`src/rtl/ctrl_decode_queue_pkg.sv`:
```
// Shared types for the registered control decoder: mini_op encodings, select codes and queue entry layout.
// The optional illegal-op trap (macro ILLEGAL_TRAP_EN) reuses the entry's illegal flag.
package ctrl_decode_queue_pkg;

  typedef enum logic [3:0] {
    OP_R     = 4'b0000,
    OP_I_L   = 4'b0001,
    OP_I_A   = 4'b0010,
    OP_JALR  = 4'b0011,
    OP_S     = 4'b0100,
    OP_B     = 4'b0101,
    OP_LUI   = 4'b0110,
    OP_AUIPC = 4'b0111,
    OP_JAL   = 4'b1000
  } mini_op_e;

  localparam logic [1:0] WSEL_WORD = 2'b00;
  localparam logic [1:0] WSEL_BYTE = 2'b01;
  localparam logic [1:0] WSEL_HALF = 2'b11;

  localparam logic [2:0] RSEL_WORD = 3'b000;
  localparam logic [2:0] RSEL_B    = 3'b001;
  localparam logic [2:0] RSEL_H    = 3'b010;
  localparam logic [2:0] RSEL_BU   = 3'b011;
  localparam logic [2:0] RSEL_HU   = 3'b100;

  localparam logic [1:0] WB_MEM = 2'b00;
  localparam logic [1:0] WB_ALU = 2'b01;
  localparam logic [1:0] WB_PC4 = 2'b10;

  localparam int BUNDLE_W = 12;

  typedef struct packed {
    logic       pc_sel;
    logic       reg_wen;
    logic       a_sel;
    logic       b_sel;
    logic [1:0] data_wsel;
    logic       mem_rw;
    logic [2:0] data_rsel;
    logic [1:0] wb_sel;
  } bundle_t;

  typedef struct packed {
    bundle_t bundle;
    logic    br_err;
    logic    illegal;
  } entry_t;

  function automatic logic [1:0] store_wsel(input logic [2:0] f);
    if (f[1:0] == 2'b00) return WSEL_BYTE;
    if (f[0])            return WSEL_HALF;
    return WSEL_WORD;
  endfunction

  function automatic logic [2:0] load_rsel(input logic [2:0] f);
    if (f == 3'b000)        return RSEL_B;
    if (!f[2] && f[0])      return RSEL_H;
    if (f[2] && !f[0])      return RSEL_BU;
    if (f[2] && f[0])       return RSEL_HU;
    return RSEL_WORD;
  endfunction

endpackage

```
`src/rtl/ctrl_decode_queue_if.sv`:
```
// Handshake and control-bundle bus between the format decoder, the decode queue and the execute stage.
// With ILLEGAL_TRAP_EN defined the bus also carries illegal and illegal_seen.
interface ctrl_decode_queue_if;
  logic       flush;
  logic       in_valid;
  logic       in_ready;
  logic [3:0] mini_op;
  logic [2:0] funct;
  logic       br_eq;
  logic       br_lt;
  logic       out_valid;
  logic       out_ready;
  logic       pc_sel;
  logic       reg_wen;
  logic       a_sel;
  logic       b_sel;
  logic [1:0] data_wsel;
  logic       mem_rw;
  logic [2:0] data_rsel;
  logic [1:0] wb_sel;
  logic       br_err;
  logic       redirect;
`ifdef ILLEGAL_TRAP_EN
  logic       illegal;
  logic       illegal_seen;

  modport master (
    output flush, in_valid, mini_op, funct, br_eq, br_lt, out_ready,
    input  in_ready, out_valid, pc_sel, reg_wen, a_sel, b_sel, data_wsel, mem_rw,
           data_rsel, wb_sel, br_err, redirect, illegal, illegal_seen
  );
  modport slave (
    input  flush, in_valid, mini_op, funct, br_eq, br_lt, out_ready,
    output in_ready, out_valid, pc_sel, reg_wen, a_sel, b_sel, data_wsel, mem_rw,
           data_rsel, wb_sel, br_err, redirect, illegal, illegal_seen
  );
`else
  modport master (
    output flush, in_valid, mini_op, funct, br_eq, br_lt, out_ready,
    input  in_ready, out_valid, pc_sel, reg_wen, a_sel, b_sel, data_wsel, mem_rw,
           data_rsel, wb_sel, br_err, redirect
  );
  modport slave (
    input  flush, in_valid, mini_op, funct, br_eq, br_lt, out_ready,
    output in_ready, out_valid, pc_sel, reg_wen, a_sel, b_sel, data_wsel, mem_rw,
           data_rsel, wb_sel, br_err, redirect
  );
`endif
endinterface

```
`src/rtl/ctrl_decode_queue_bundle_dec.sv`:
```
// Pure combinational decode of {mini_op, funct, br_eq, br_lt} into the 12-bit control bundle plus flags.
// Undefined mini_op values yield an all-zero (safe) bundle with the illegal flag set.
module ctrl_decode_queue_bundle_dec
  import ctrl_decode_queue_pkg::*;
(
  input  logic [3:0] mini_op,
  input  logic [2:0] funct,
  input  logic       br_eq,
  input  logic       br_lt,
  output entry_t     ent
);

  logic cmp_bad;
  logic br_taken;

  always_comb begin
    cmp_bad = br_eq & br_lt;
    unique case ({funct[2], funct[0]})
      2'b00:   br_taken = br_eq;
      2'b01:   br_taken = ~br_eq;
      2'b10:   br_taken = br_lt;
      default: br_taken = ~br_lt;
    endcase
  end

  always_comb begin
    ent = '0;
    case (mini_op)
      OP_R: begin
        ent.bundle.reg_wen = 1'b1;
        ent.bundle.wb_sel  = WB_ALU;
      end
      OP_I_L: begin
        ent.bundle.reg_wen   = 1'b1;
        ent.bundle.b_sel     = 1'b1;
        ent.bundle.data_rsel = load_rsel(funct);
        ent.bundle.wb_sel    = WB_MEM;
      end
      OP_I_A, OP_LUI: begin
        ent.bundle.reg_wen = 1'b1;
        ent.bundle.b_sel   = 1'b1;
        ent.bundle.wb_sel  = WB_ALU;
      end
      OP_JALR: begin
        ent.bundle.pc_sel  = 1'b1;
        ent.bundle.reg_wen = 1'b1;
        ent.bundle.b_sel   = 1'b1;
        ent.bundle.wb_sel  = WB_PC4;
      end
      OP_S: begin
        ent.bundle.b_sel     = 1'b1;
        ent.bundle.mem_rw    = 1'b1;
        ent.bundle.data_wsel = store_wsel(funct);
        ent.bundle.wb_sel    = WB_ALU;
      end
      OP_B: begin
        // An invalid comparator never redirects; it is reported on br_err instead.
        ent.bundle.pc_sel = br_taken & ~cmp_bad;
        ent.bundle.a_sel  = 1'b1;
        ent.bundle.b_sel  = 1'b1;
        ent.bundle.wb_sel = WB_ALU;
        ent.br_err        = cmp_bad;
      end
      OP_AUIPC: begin
        ent.bundle.reg_wen = 1'b1;
        ent.bundle.a_sel   = 1'b1;
        ent.bundle.b_sel   = 1'b1;
        ent.bundle.wb_sel  = WB_ALU;
      end
      OP_JAL: begin
        ent.bundle.pc_sel  = 1'b1;
        ent.bundle.reg_wen = 1'b1;
        ent.bundle.a_sel   = 1'b1;
        ent.bundle.b_sel   = 1'b1;
        ent.bundle.wb_sel  = WB_PC4;
      end
      default: ent.illegal = 1'b1;
    endcase
  end

endmodule

```
`src/rtl/ctrl_decode_queue.sv`:
```
// Registered control decoder: decodes accepted instructions into a DEPTH-entry FIFO with branch-shadow
// squashing, synchronous flush and redirect pulse. Optional feature macro: ILLEGAL_TRAP_EN.
module ctrl_decode_queue
  import ctrl_decode_queue_pkg::*;
#(
  parameter int DEPTH  = 2,
  parameter int SHADOW = 2
) (
  input logic                 clk,
  input logic                 rst_n,
  ctrl_decode_queue_if.slave  bus
);

  localparam int PTR_W = (DEPTH > 1) ? $clog2(DEPTH) : 1;
  localparam int CNT_W = PTR_W + 1;

  logic [PTR_W-1:0] wr_ptr_q, wr_ptr_d;
  logic [PTR_W-1:0] rd_ptr_q, rd_ptr_d;
  logic [CNT_W-1:0] cnt_q, cnt_d;
  logic [2:0]       shdw_q, shdw_d;
  logic             redirect_q, redirect_d;
  entry_t           mem_q [DEPTH];
  entry_t           mem_d;
  entry_t           dec_ent;
  entry_t           head_ent;

  logic in_ready;
  logic out_valid;
  logic accept;
  logic squash;
  logic keep;
  logic enq;
  logic deq;

  ctrl_decode_queue_bundle_dec u_dec (
    .mini_op (bus.mini_op),
    .funct   (bus.funct),
    .br_eq   (bus.br_eq),
    .br_lt   (bus.br_lt),
    .ent     (dec_ent)
  );

  // in_ready depends only on registered count, so a full queue stalls even on a same-cycle dequeue.
  assign in_ready  = cnt_q < CNT_W'(DEPTH);
  assign out_valid = cnt_q != '0;

  always_comb begin
    accept = bus.in_valid & in_ready & ~bus.flush;
    squash = shdw_q != 3'd0;
`ifdef ILLEGAL_TRAP_EN
    keep   = 1'b1;
`else
    keep   = ~dec_ent.illegal;
`endif
    enq    = accept & ~squash & keep;
    deq    = out_valid & bus.out_ready & ~bus.flush;
    mem_d  = dec_ent;

    wr_ptr_d   = wr_ptr_q + PTR_W'(enq);
    rd_ptr_d   = rd_ptr_q + PTR_W'(deq);
    cnt_d      = cnt_q + CNT_W'(enq) - CNT_W'(deq);
    redirect_d = enq & dec_ent.bundle.pc_sel;

    shdw_d = shdw_q;
    if (accept) begin
      if (squash)                     shdw_d = shdw_q - 3'd1;
      else if (dec_ent.bundle.pc_sel) shdw_d = 3'(SHADOW);
    end

    if (bus.flush) begin
      wr_ptr_d   = '0;
      rd_ptr_d   = '0;
      cnt_d      = '0;
      shdw_d     = 3'd0;
      redirect_d = 1'b0;
    end
  end

  always_ff @(posedge clk or negedge rst_n) begin
    if (!rst_n) begin
      wr_ptr_q   <= '0;
      rd_ptr_q   <= '0;
      cnt_q      <= '0;
      shdw_q     <= 3'd0;
      redirect_q <= 1'b0;
    end else begin
      wr_ptr_q   <= wr_ptr_d;
      rd_ptr_q   <= rd_ptr_d;
      cnt_q      <= cnt_d;
      shdw_q     <= shdw_d;
      redirect_q <= redirect_d;
    end
  end

  // Entry storage carries no reset; occupancy is tracked by cnt_q and empty outputs are forced to zero.
  always_ff @(posedge clk) begin
    if (enq) mem_q[wr_ptr_q] <= mem_d;
  end

  assign head_ent = out_valid ? mem_q[rd_ptr_q] : '0;

  assign bus.in_ready  = in_ready;
  assign bus.out_valid = out_valid;
  assign bus.pc_sel    = head_ent.bundle.pc_sel;
  assign bus.reg_wen   = head_ent.bundle.reg_wen;
  assign bus.a_sel     = head_ent.bundle.a_sel;
  assign bus.b_sel     = head_ent.bundle.b_sel;
  assign bus.data_wsel = head_ent.bundle.data_wsel;
  assign bus.mem_rw    = head_ent.bundle.mem_rw;
  assign bus.data_rsel = head_ent.bundle.data_rsel;
  assign bus.wb_sel    = head_ent.bundle.wb_sel;
  assign bus.br_err    = head_ent.br_err;
  assign bus.redirect  = redirect_q;

`ifdef ILLEGAL_TRAP_EN
  logic illegal_seen_q, illegal_seen_d;

  always_comb begin
    illegal_seen_d = illegal_seen_q | (enq & dec_ent.illegal);
    if (bus.flush) illegal_seen_d = 1'b0;
  end

  always_ff @(posedge clk or negedge rst_n) begin
    if (!rst_n) illegal_seen_q <= 1'b0;
    else        illegal_seen_q <= illegal_seen_d;
  end

  assign bus.illegal      = head_ent.illegal;
  assign bus.illegal_seen = illegal_seen_q;
`else
  logic unused_illegal;
  assign unused_illegal = head_ent.illegal;
`endif

endmodule

```
`src/flat_wrapper.sv`:
```
// flat-port wrapper written by rule: the top's interface ports become plain ports
module ctrl_decode_queue_flat import ctrl_decode_queue_pkg::*;
#(
  parameter int DEPTH  = 2,
  parameter int SHADOW = 2
)
  (clk, rst_n, bus_flush, bus_in_valid, bus_mini_op, bus_funct, bus_br_eq, bus_br_lt, bus_out_ready, bus_in_ready, bus_out_valid, bus_pc_sel, bus_reg_wen, bus_a_sel, bus_b_sel, bus_data_wsel, bus_mem_rw, bus_data_rsel, bus_wb_sel, bus_br_err, bus_redirect);
  ctrl_decode_queue_if bus_i ();
  input logic clk;
  input logic rst_n;
  input wire logic [$bits(bus_i.flush)-1:0] bus_flush;
  input wire logic [$bits(bus_i.in_valid)-1:0] bus_in_valid;
  input wire logic [$bits(bus_i.mini_op)-1:0] bus_mini_op;
  input wire logic [$bits(bus_i.funct)-1:0] bus_funct;
  input wire logic [$bits(bus_i.br_eq)-1:0] bus_br_eq;
  input wire logic [$bits(bus_i.br_lt)-1:0] bus_br_lt;
  input wire logic [$bits(bus_i.out_ready)-1:0] bus_out_ready;
  output wire logic [$bits(bus_i.in_ready)-1:0] bus_in_ready;
  output wire logic [$bits(bus_i.out_valid)-1:0] bus_out_valid;
  output wire logic [$bits(bus_i.pc_sel)-1:0] bus_pc_sel;
  output wire logic [$bits(bus_i.reg_wen)-1:0] bus_reg_wen;
  output wire logic [$bits(bus_i.a_sel)-1:0] bus_a_sel;
  output wire logic [$bits(bus_i.b_sel)-1:0] bus_b_sel;
  output wire logic [$bits(bus_i.data_wsel)-1:0] bus_data_wsel;
  output wire logic [$bits(bus_i.mem_rw)-1:0] bus_mem_rw;
  output wire logic [$bits(bus_i.data_rsel)-1:0] bus_data_rsel;
  output wire logic [$bits(bus_i.wb_sel)-1:0] bus_wb_sel;
  output wire logic [$bits(bus_i.br_err)-1:0] bus_br_err;
  output wire logic [$bits(bus_i.redirect)-1:0] bus_redirect;
  assign bus_i.flush = bus_flush;
  assign bus_i.in_valid = bus_in_valid;
  assign bus_i.mini_op = bus_mini_op;
  assign bus_i.funct = bus_funct;
  assign bus_i.br_eq = bus_br_eq;
  assign bus_i.br_lt = bus_br_lt;
  assign bus_i.out_ready = bus_out_ready;
  assign bus_in_ready = bus_i.in_ready;
  assign bus_out_valid = bus_i.out_valid;
  assign bus_pc_sel = bus_i.pc_sel;
  assign bus_reg_wen = bus_i.reg_wen;
  assign bus_a_sel = bus_i.a_sel;
  assign bus_b_sel = bus_i.b_sel;
  assign bus_data_wsel = bus_i.data_wsel;
  assign bus_mem_rw = bus_i.mem_rw;
  assign bus_data_rsel = bus_i.data_rsel;
  assign bus_wb_sel = bus_i.wb_sel;
  assign bus_br_err = bus_i.br_err;
  assign bus_redirect = bus_i.redirect;
  ctrl_decode_queue #(.DEPTH(DEPTH), .SHADOW(SHADOW)) u_core (.clk(clk), .rst_n(rst_n), .bus(bus_i));
endmodule
```
`config.mk`:
```
export PLATFORM = sky130hd
export DESIGN_NAME = ctrl_decode_queue_flat
export DESIGN_NICKNAME = d
export VERILOG_FILES = /design/src/rtl/ctrl_decode_queue_pkg.sv /design/src/rtl/ctrl_decode_queue_if.sv /design/src/rtl/ctrl_decode_queue_bundle_dec.sv /design/src/rtl/ctrl_decode_queue.sv /design/src/flat_wrapper.sv
export SDC_FILE = /design/constraint.sdc
export NUM_CORES = 1
export LEC_CHECK = 0
export CORE_UTILIZATION = 38
export CTS_CLUSTER_DIAMETER = 120
export DETAILED_ROUTE_END_ITERATION = 12
export PLACE_DENSITY_LB_ADDON = 0.08
export SLEW_MARGIN = 5
export SYNTH_ARGS = -nofsm -noshare
export SYNTH_HDL_FRONTEND = slang
export SYNTH_SLANG_ARGS = --single-unit
```
`constraint.sdc`:
```
create_clock -name clk -period 2.85 [get_ports clk]
set_clock_uncertainty 0.15 [all_clocks]
set_input_delay 0.4275 -clock clk [delete_from_list [all_inputs] [get_ports clk]]
set_output_delay 0.4275 -clock clk [all_outputs]
set_load 0.1 [all_outputs]
```
Yosys cells after proc, flatten, opt, wreduce, memory -nomap -nowiden
Memories as Yosys holds them, arrays and structs flattened.
Index checks and enable logic that the tools add are counted.
{ "word_totals": {"ff_bits": 8, "ram_bits": 28, "input_bits": 14, "output_inout_bits": 16, "wordCells": 108, "mem_count": 1} }
{ "mem_list": {"columns": ["memory", "depth", "width", "rd", "rd_ports_with_merged_regs", "wr", "line", "rtl"], "rows": [
  ["u_core.mem_q", 2, 14, 1, 0, 1, "ctrl_decode_queue.sv:22", "entry_t mem_q [DEPTH];"]
]} }
{ "op_classes": {"n_addsub": 5, "n_lt_le_gt_ge": 1, "n_eq_ne": 10, "muxes": 52, "bitwise_logic": 14, "reduce_logical": 20} }
{ "ops": {"columns": ["operator", "n"], "rows": [
  ["3-bit 2-to-1 mux", 14],
  ["1-bit 2-to-1 mux", 29],
  ["4-bit by 3-bit == test with 1-bit output, second input constant", 4],
  ["14-bit 2-to-1 mux", 1],
  ["2-bit 2-to-1 mux", 5],
  ["1-bit bitwise AND", 9],
  ["9-bit OR reduction", 1],
  ["4-bit by 2-bit == test with 1-bit output, second input constant", 2],
  ["8-bit OR reduction", 1],
  ["7-bit OR reduction", 1],
  ["3-bit nonzero test", 2],
  ["6-bit OR reduction", 1],
  ["1-bit inverter", 5],
  ["4-bit by 1-bit == test with 1-bit output, second input constant", 1],
  ["4-bit == test, second input constant", 1],
  ["2-bit logical NOT", 2],
  ["4-bit logical NOT", 1],
  ["2-bit case mux with 2 select lines", 1],
  ["2-bit nonzero test", 2],
  ["1-bit logical AND", 3],
  ["3-bit logical NOT", 1],
  ["1-bit case mux with 3 select lines", 1],
  ["3-bit OR reduction", 1],
  ["3-bit by 1-bit subtractor with 3-bit output, second input constant", 1],
  ["10 further kinds", 12]
]} }

Depth between registers and ports, before layout
Gate-level depths: netlist of the first run.
{ "logic_depth": {"ltp_word": 17, "depth_mapped": 10, "mapped_depth_nobuf": 10} }

Cells and area by module
A second synthesis of the first run with hierarchy kept.
{ "hier_totals": {"hier_cells": 145, "area_unflattened_um2": 1747.9} }
{ "by_module_without_submodules": {"columns": ["module", "n_inst", "cells_per_inst", "area_per_inst_um2", "seq_area_each_um2"], "rows": [
  ["ctrl_decode_queue", 1, 107, 1482.7, 980.9],
  ["ctrl_decode_queue_bundle_dec", 1, 38, 265.3, 0.0]
]} }

Worst setup path before layout of the first run
No wires, ideal clock.
{ "synth_path": {"path_kind": "register to output", "from": "reg u_core.rd_ptr_q", "to": "out bus_b_sel", "arrival_time_ns": 2.196, "required_ns": 2.273, "path_slack_ns": 0.077, "stages_incl_launch_ff": 5, "path_buffers": 2, "cell_sequence": "dfrtp_1 -> clkbuf_1 -> buf_2 -> mux2i_1 -> nor2_1"} }
{ "synth_between": {"elab_chain_cells": 2} }
{ "synth_rtl": {"columns": ["item", "line", "rtl"], "rows": [
  ["start, declared", "ctrl_decode_queue.sv:18", "logic [PTR_W-1:0] rd_ptr_q, rd_ptr_d;"],
  ["start signal, assigned", "ctrl_decode_queue.sv:88", "rd_ptr_q <= rd_ptr_d;"],
  ["memory 2 x 14 bit", null, null],
  ["14-bit 2-to-1 mux", "ctrl_decode_queue.sv:100", "assign head_ent = out_valid ? mem_q[rd_ptr_q] : '0;"],
  ["end, declared", "flat_wrapper.sv:23", "output wire logic [$bits(bus_i.b_sel)-1:0] bus_b_sel;"]
]} }
Every way passes these cells.

Worst setup path after layout of the first run
{ "layout_path": {"from": "in bus_mini_op[2]", "to": "mem u_core.mem_q[1][6] (netlist bit) (enable)"} }
{ "layout_between": {"elab_chain_cells": 5, "elab_cells_between_ends": 13, "classes_between": "eq/ne: 8; mux: 2; bitwise: 1; reduce/logical: 2"} }
{ "layout_rtl": {"columns": ["item", "line", "rtl"], "rows": [
  ["start, declared", "flat_wrapper.sv:13", "input wire logic [$bits(bus_i.mini_op)-1:0] bus_mini_op;"],
  ["4-bit == test (tied with other cells)", "ctrl_decode_queue_bundle_dec.sv:28", "case (mini_op)"],
  ["9-bit OR reduction (no source line) *", null, null],
  ["1-bit bitwise AND *", "ctrl_decode_queue.sv:55", "enq = accept & ~squash & keep;"],
  ["1-bit 2-to-1 mux *", "ctrl_decode_queue.sv:97", "if (enq) mem_q[wr_ptr_q] <= mem_d;"],
  ["1-bit 2-to-1 mux (implied by the code) *", "ctrl_decode_queue.sv:97", null],
  ["end, declared", "ctrl_decode_queue.sv:22", null]
]} }
Every way passes the cells marked *; elsewhere a longest branch is shown, timed or not.

==> impl_metrics.toml, run 1 <==
[clocking]
clock_path_buffers = 2
cts_setup_buffers = 0
cts.sinks = 34
path_clk_slew_ps = 70
clk_latency_ps = 280
h-tree-depth = 2
cts-root-buf = "clkbuf_8"
cts_hold_buf = 0
cts-resized-gates = 0
cts_buffers = 5
cts_tree = "done"

[routing]
routed_wl_um = 3220
drt_iter0_drc = 67
drtPass1Iterations = 4
ant_nets = 0
wire_per_inst_um = 13.9
drcViolationCount = 0
detail_route.vias_per_cell = 4.93
vias = 1143

[status]
outcome = "finished, final reports clean"

[die]
start_util_pct = 39.6
die_h_um = 69.4
core_area_mm2 = 0.00435
dieWidth_um = 69.4
row_count = 24
pin_count = 30
dieArea_mm2 = 0.00481

[yosys]
ys_types = 33
avgSynthCellArea_um2 = 12.1
ys_top_cells_by_area = "edfxtp_1, dfrtp_1, mux2i_1, ha_1, nor2_1"
seq_area_frac_synth_pct = 56.9
ys_warn_count = 0
netlist_instances = 143
synth_area_mm2 = 0.00172
synth_top_cell_area_share_pct = 45.3
ys_ff_latch = 34
synth_fp_nets = 168
synth_top_area_cell = "edfxtp_1"

[final_layout]
diodes = 0
multiInputGateArea_um2 = 664
seq_area_um2 = 981
fillers = 390
finalInstanceArea_mm2 = 0.00216
drive_above_1_share_pct = 20.6
layout_commonest_cell = "edfxtp_1"
nets = 204
most-common-layout-cells = "edfxtp_1, nor2_1, buf_4"
synthToLayoutAreaGrowth_pct = 25.3

[place]
place_hpwl_um = 2360
numPortBuffers = 29
place.gp.congestion = 0.705
place_area_mm2 = 0.00208
dp_worst_setup_slack_ps = 205

[setup_path]
crit_path_end_kind = "flop"
crit_path_start_kind = "primary input"
criticalPathCategory = "primary input to flop"
crit_required_ps = 2700
path_max_fanout = 13
critPathArrivalTime_ps = 2180

[timing]
max_freq_mhz = 429
worstMarginPinSlew_ps = 423
slew_violations = 0
fin_hold_ws_ps = 271
rsz0062_at_grt = "false"
fin_ws_ps = 520
setup_viol = 0
slew_headroom_pct = 71.6
final.setup.tns_ps = 0
finalHoldViolCount = 0
min_period_ps = 2330
finalCritPeriodShare_pct = 81.8

[global_routing]
grt_remaining_overflow = 0
grt_pass1_wl_um = 5330
grt_use_total_pct = 14.6
grt_max_degree = 15
antenna_found_initial = 0
grt_pass1_vias = 1163

[power]
peakVddDrop_v = 0.000509
power_leakage_nw = 0.885
p_per_area_mw_per_mm2 = 904

[run]
drv_cap = 0

[min_path]
hp-class = "primary input to async pin"
-- critical path: stages --
cell	delay, ps
clkdlybuf4s50_1	520
nor3_2	240
nor2b_1	120
nor4_2	440
ha_1	280
buf_12	160
-- per-layer routing --
metal / vias up / global-route usage (%) / share of wire (%) / wire [um]
met5: - / 0 / 0 / 0
met4: 0 / 5.44 / 1.6 / 51
met3: 5 / 4.36 / 4.1 / 131
met2: 28 / 25.7 / 51 / 1650
met1: 547 / 16.7 / 43 / 1390
li1: 563 / - / - / -
-- cells by family (layout without fill, tap and decap cells) --
family	count (synthesis)	after routing	synth area share [%]
AND/OR/NAND/NOR	49	49	14.7
AO/OA/AOI/OAI	11	11	4.28
XOR/XNOR	4	4	2.03
flip-flops	34	34	56.9
buffers and inverters	18	55	4.57
adder cells (fa/ha/maj)	11	11	7.98
multiplexers	16	16	9.58
-- area by class of cell --
type | count | area share (%)
clock buffer | 6 | 3.36
multi-input combinational | 91 | 30.7
sequential | 34 | 45.4
inverter | 11 | 1.91
tap | 52 | 3.01
clock inverter | 2 | 0.405
timing repair buffer | 36 | 15.2
-- flip-flops by register name, indices dropped and copies added, names as in the netlist --
signal / flops
u_core.mem_q: 26
u_core.shdw_q: 3
u_core.cnt_q: 2
u_core.bus.redirect: 1
u_core.rd_ptr_q: 1
u_core.wr_ptr_q: 1
-- worst paths after layout --
check                      cells after the start  slack [ps]            endpoint             start
max                                            6         520  u_core.mem_q[1][6]    bus_mini_op[2]
min                                            1         270     u_core.cnt_q[0]             rst_n
max reg2reg                                    6         650  u_core.mem_q[1][6]  u_core.shdw_q[0]
min reg2reg                                    3         410    u_core.shdw_q[0]  u_core.shdw_q[0]
max in group asynchronous                      1        2020    u_core.shdw_q[0]             rst_n
min in group clk                               3         410    u_core.shdw_q[0]  u_core.shdw_q[0]
-- cell usage after synthesis --
master    number
edfxtp_1      26
nor2_1        25
mux2i_1       15
ha_1          11
inv_1         11
dfrtp_1        8
and2_1         4
nand2_1        4
a21oi_1        3
buf_2          3
clkbuf_1       3
nand2b_1       3
xnor2_1        3
nand3_1        2
nor2b_1        2
nor3_1         2
o21ai_0        2
a21boi_1       1
a21oi_2        1
a31o_2         1
and3_1         1
buf_6          1
mux2_4         1
nor2_2         1
nor3_2         1
nor4_1         1
nor4_2         1
nor4b_2        1
o21a_1         1
o21bai_1       1
o32ai_1        1
or2b_4         1
xor2_1         1
-- metrics by stage --
stage	utilization [%]	power, mW	instances
2_1_floorplan	-	1.41	143
3_3_place_gp	47.8	1.62	224
3_5_place_dp	47.8	1.64	224
4_1_cts	49.6	1.98	232
5_1_grt	49.6	2.05	232
6_report	49.6	1.95	232
-- power breakdown --
part           leakage, nW  switching, mW  internal (mW)
Clock               0.0426          0.170          0.168
Combinational        0.491          0.728          0.274
Sequential           0.352         0.0195          0.594
No activity file was read; power rests on OpenSTA's default activity.
==> run 2, diff against run 1 <==
- clock period: 2.85 -> 1.91 ns (I/O delays scaled with it)
==> run 2 against run 1 <==
Effect of this change: critical path depth up 1; largest power group unchanged; die area unchanged; non-clock buffer count is 27 higher; global-route usage is 1.0 points higher; critical endpoint is now u_core.mem_q[1][2]; hold slack lost 120 ps.
==> impl_metrics.toml, run 2 (synthesized netlist as in run 1, its figures left out) <==
[place]
place_area_mm2 = 0.00253
place.gp.congestion = 0.702
numPortBuffers = 29
place_hpwl_um = 2470

[final_layout]
post-route-util_pct = 64.3
layout_commonest_cell = "edfxtp_1"
seq_area_um2 = 981
largest_reg_flops = 26
finalInstanceArea_mm2 = 0.00280
reg.largest.list = "u_core.mem_q x26, u_core.shdw_q x3, u_core.cnt_q x2"
drive_above_1_share_pct = 44.4
multiInputGateArea_um2 = 836
diodes = 0
synthToLayoutAreaGrowth_pct = 62.5
fillers = 321
most-common-layout-cells = "edfxtp_1, buf_4, buf_12"
nets = 231
top_register = "u_core.mem_q"

[timing]
slew_violations = 0
finalHoldViolCount = 0
setup_viol = 0
worstMarginPinSlew_ps = 405
finalCritPeriodShare_pct = 99.9
rsz0062_at_grt = "true"
slew_headroom_pct = 72.9
final.setup.tns_ps = 0
max_freq_mhz = 524
min_period_ps = 1910

[power]
peakVddDrop_v = 0.000770
p_per_area_mw_per_mm2 = 1360
power_leakage_nw = 1.12

[die]
start_util_pct = 39.6
die_h_um = 69.4
dieArea_mm2 = 0.00481
pin_count = 30
dieWidth_um = 69.4
core_area_mm2 = 0.00435
row_count = 24

[setup_path]
criticalPathCategory = "flop to flop"
reg2reg_slack_ps = 2
path_max_fanout = 6
critPathArrivalTime_ps = 1760
crit_path_end_kind = "flop"
crit_path_start_kind = "flop"
crit_required_ps = 1760

[routing]
ant_nets = 0
drt_iter0_drc = 37
wire_per_inst_um = 13.4
vias = 1242
detail_route.vias_per_cell = 4.80
drtPass1Iterations = 4
drcViolationCount = 0
routed_wl_um = 3470

[clocking]
cts_buffers = 5
cts.sinks = 34
clk_latency_ps = 280
cts_hold_buf = 0
cts_tree = "done"
clock_path_buffers = 2
cts-root-buf = "clkbuf_8"
path_clk_slew_ps = 70
h-tree-depth = 2

[global_routing]
grt_max_degree = 15
grt_remaining_overflow = 0
grt_pass1_wl_um = 5770
antenna_found_initial = 0
grt_pass1_vias = 1299
grt_use_total_pct = 15.6

[status]
outcome = "finished, final reports clean"

[min_path]
hp-class = "primary input to async pin"

[run]
drv_cap = 0
-- run 2: cell count changes in the layout (fill, tap and decap cells not counted), sizes merged --
cell,change
buf,+27
bufinv,+1
clkbuf,-1
clkdlybuf4s50,-5
clkinvlp,+2
dlygate4sd2,+2
dlymetal6s2s,+3
inv,-2
-- run 2: layout make-up --
cell class	count	share of cell area, %
clock inverters	3	1.43
flip-flops and latches	34	35.0
well taps	52	2.32
clock buffers	5	2.46
inverters	11	1.74
repair buffers	63	27.2
multi-input cells	91	29.8
-- run 2: report_power, final --
| group | switching (mW) | internal (mW) |
|---|---|---|
| combinational | 1.32 | 0.921 |
| sequential | 0.0435 | 0.887 |
| clock | 0.248 | 0.384 |
-- run 2: stage by stage --
step           power, mW  cells  worst slack (ps)  hold WS, ps
6_report            3.80    259              2.13          147
5_1_grt             3.97    259             -65.9          183
4_1_cts             3.76    257             0.411          152
3_5_place_dp        3.03    240              -366          408
3_3_place_gp        3.00    240              -345          386
2_1_floorplan       2.31    143              -420         -159
-- run 2: timing repair --
| item | in CTS | in global routing |
|---|---|---|
| endpoints found under the setup margin | 30 | 32 |
| hold endpoints to repair | 0 | 0 |
| setup buffers | 9 | 2 |
| resized for setup | 14 | 8 |
| pin swaps | 3 | 4 |
-- run 2: critical path, cell delays in order, from the launching register on --
cell     delay (ps)
dfrtp_1         390
inv_2            90
ha_4            130
or2b_4          280
nor4_4          150
buf_6           170
ha_4            150
buf_6           130
-- run 2: final timing paths --
path / startpoint / end / depth (start not counted)
worst max-delay path: u_core.shdw_q[0] / u_core.mem_q[1][2] / 7
worst min-delay path: rst_n / u_core.cnt_q[0] / 1
worst max register to register: u_core.shdw_q[0] / u_core.mem_q[1][2] / 7
worst min register to register: u_core.shdw_q[2] / u_core.shdw_q[2] / 2
max in group asynchronous: rst_n / u_core.shdw_q[1] / 1
min in group clk: u_core.shdw_q[2] / u_core.shdw_q[2] / 2
-- run 2: routing by layer --
| metal | part of all wire [%] | vias up | global-route usage (%) | routed length [um] |
|---|---|---|---|---|
| li1 | - | 616 | - | - |
| met1 | 43 | 598 | 18.2 | 1480 |
| met2 | 53 | 22 | 28.0 | 1840 |
| met3 | 3.1 | 6 | 3.05 | 107 |
| met4 | 1.3 | 0 | 6.12 | 45 |
| met5 | 0 | - | 0 | 0 |
==> variant: new RTL, flow settings as in run 2 <==
`DEPTH` is set to 2 in 2 places; all go to 4.
--- a/src/rtl/ctrl_decode_queue.sv
+++ b/src/rtl/ctrl_decode_queue.sv
@@ -3,7 +3,7 @@
 module ctrl_decode_queue
   import ctrl_decode_queue_pkg::*;
 #(
-  parameter int DEPTH  = 2,
+  parameter int DEPTH  = 4,
   parameter int SHADOW = 2
 ) (
   input logic                 clk,
--- a/src/flat_wrapper.sv
+++ b/src/flat_wrapper.sv
@@ -1,7 +1,7 @@
 // flat-port wrapper written by rule: the top's interface ports become plain ports
 module ctrl_decode_queue_flat import ctrl_decode_queue_pkg::*;
 #(
-  parameter int DEPTH  = 2,
+  parameter int DEPTH  = 4,
   parameter int SHADOW = 2
 )
   (clk, rst_n, bus_flush, bus_in_valid, bus_mini_op, bus_funct, bus_br_eq, bus_br_lt, bus_out_ready, bus_in_ready, bus_out_valid, bus_pc_sel, bus_reg_wen, bus_a_sel, bus_b_sel, bus_data_wsel, bus_mem_rw, bus_data_rsel, bus_wb_sel, bus_br_err, bus_redirect);
Formal check against the unedited RTL: not equivalent (Yosys sat finds a counterexample within 4 cycles, from zero or initial values and one cycle with rst_n low).
==> variant against run 2 <==
- the run now ends with setup timing left
- worst setup slack lost 0.26 ns
- sequential cell count grew 29
- fmax shrank 12%
- largest cell class unchanged
- design area grew 54%
- total power grew 64%
- routed wire length grew 86%
- area after synthesis grew 65%
- synthesized cell count grew 25%
- utilization shrank 5.0 points
- via count grew 42%
==> variant: results (changes against run 2) <==
[pwr]
total_leakage_power_uw=0.00169  ; +51%
vdd_ir_drop_max_mv=0.677  ; -12%
p_comb_uw=3340  ; +49%
p_int_uw=3790  ; +73%
sequential_share_of_power=0.265  ; +0.020

[critical_path]
r2r-end=u_core.cnt_q[1]$_DFF_PN0_
worst_r2r_startpoint=u_core.cnt_q[2]$_DFF_PN0_
r2r_slack_ns=-0.23  ; -0.23 ns
crit_path_start=u_core.rd_ptr_q[0]$_DFF_PN0_
critical_path.max_fanout=7  ; +1
critical_path.endpoint=bus_mem_rw
r2r_cells=8  ; +1
critPathArrivalTime_ns=1.73  ; -0.03 ns

[cts]
htreeDepth=3  ; +1
clockRootBuffer=clkbuf_8
insertion_delay_ns=0.33  ; +0.05 ns
worst_setup_hold_path_clk_slew_ns=0.07  ; about the same
cts_buffers=9  ; +4
largest_buffer_count_on_any_clock_path=2  ; unchanged

[global_routing]
grt_max_degree=15  ; unchanged
first_global_vias=1883  ; +45%
grt_util_all_layers=0.188  ; +0.0319
antenna_found_initial=0  ; unchanged
grt_first_pass_wirelength_um=10100  ; +74%

[sta]
slew_viol_final=0  ; unchanged
relative_slew_slack=0.636  ; -0.0935
finalWorstSetupSlack_ns=-0.257  ; -0.259 ns
setup-violations-final=67  ; +67

[logic_synthesis]
post_synth_mux_area_share=0.115  ; +0.0192
synth.net_count=205  ; +22%
synth_edf_count=52  ; +100%
netlist_top_cells_count=52 x edfxtp_1, 18 x nor2b_1, 13 x mux4_2, 12 x inv_1
synthXorXnorAreaFrac=0.0154  ; -0.00496
avgSynthCellArea_um2=15.9  ; +32%
seq_area_frac_synth=0.644  ; +0.0752
ys_async_sr_fraction=0.175  ; -0.0607
post_synth_num_cell_types=36  ; +9.1%
yosys_warning_count=0  ; unchanged
synth_fa_ha_area_frac=0.0553  ; -0.0245
synth_top_cells_by_area=edfxtp_1 55%, mux4_2 10%, dfrtp_1 9.7%
synth-compound-area-share=0.0281  ; -0.0147
synth_top_area_frac=0.548  ; +0.0948

[routing]
drtPass1Iterations=4  ; unchanged
wl_per_cell_um=17.5  ; +31%
num_vias=1761  ; +42%
wirelength_um=6460  ; +86%
drt_iter0_drc=147  ; +300%

[cells_and_area]
layout.filler_cells=574  ; +79%
registers_with_the_most_flip_flops=u_core.mem_q: 52 flops, u_core.cnt_q: 3 flops, u_core.shdw_q: 3 flops
drive_gt1_frac=0.496  ; +0.0519
final_stage_net_count=291  ; +26%

[place]
dp_hpwl_um=4160  ; +68%
io_buffer_count=29  ; unchanged
place.gp.congestion=0.788  ; +12%
placed_cells=340  ; +42%

[status]
outcome=finished with violations
failed_checks=setup timing

[hold_path]
min-delay-path-class=in2async

-- variant: changes by cell type after synthesis, sizes merged, moves of 3 or more --
cell	delta
nor2	-16
mux4	+13
nor3	+3
mux2i	-13
dfrtp	+3
edfxtp	+26
nor2b	+16
-- variant: layout make-up --
type,count,area share
clock buffer,10,0.0297
clock inverter,6,0.0198
inverter,12,0.0119
multi-input combinational,99,0.265
sequential,63,0.428
tap,99,0.0288
timing repair buffer,80,0.218
-- variant: layer usage --
metal | GRT usage | vias to the layer above | wire, um
li1 | - | 835 | -
met1 | 0.220 | 889 | 2600
met2 | 0.331 | 28 | 3550
met3 | 0.0448 | 9 | 199
met4 | 0.0806 | 0 | 102
met5 | 0 | - | 0
-- variant: through the flow --
| step | hold slack, ns | instance area, um^2 | setup TNS, ns | total power [uW] | setup WS [ns] |
|---|---|---|---|---|---|
| floorplan | -0.159 | 2950 | -21.28 | 3460 | -0.463 |
| global placement | 0.381 | 3790 | -28.17 | 4470 | -0.487 |
| detailed placement | 0.394 | 3790 | -32.10 | 4500 | -0.555 |
| CTS | 0.146 | 4290 | -8.77 | 6270 | -0.321 |
| global route | 0.198 | 4300 | -13.53 | 6500 | -0.322 |
| finish | 0.153 | 4300 | -9.00 | 6250 | -0.257 |
-- variant: timing repair --
| item | CTS | global route |
|---|---|---|
| gates resized for setup | 42 | 13 |
| gates cloned | 3 | 0 |
| pin swaps | 10 | 7 |
| setup buffers | 7 | 7 |
| setup endpoints to repair | 73 | 74 |
-- variant: worst max-delay path, stage by stage, from the launching register on --
cell	delay, ns
dfrtp_2	0.40
buf_12	0.15
mux4_2	0.52
nor2b_4	0.15
buf_12	0.16
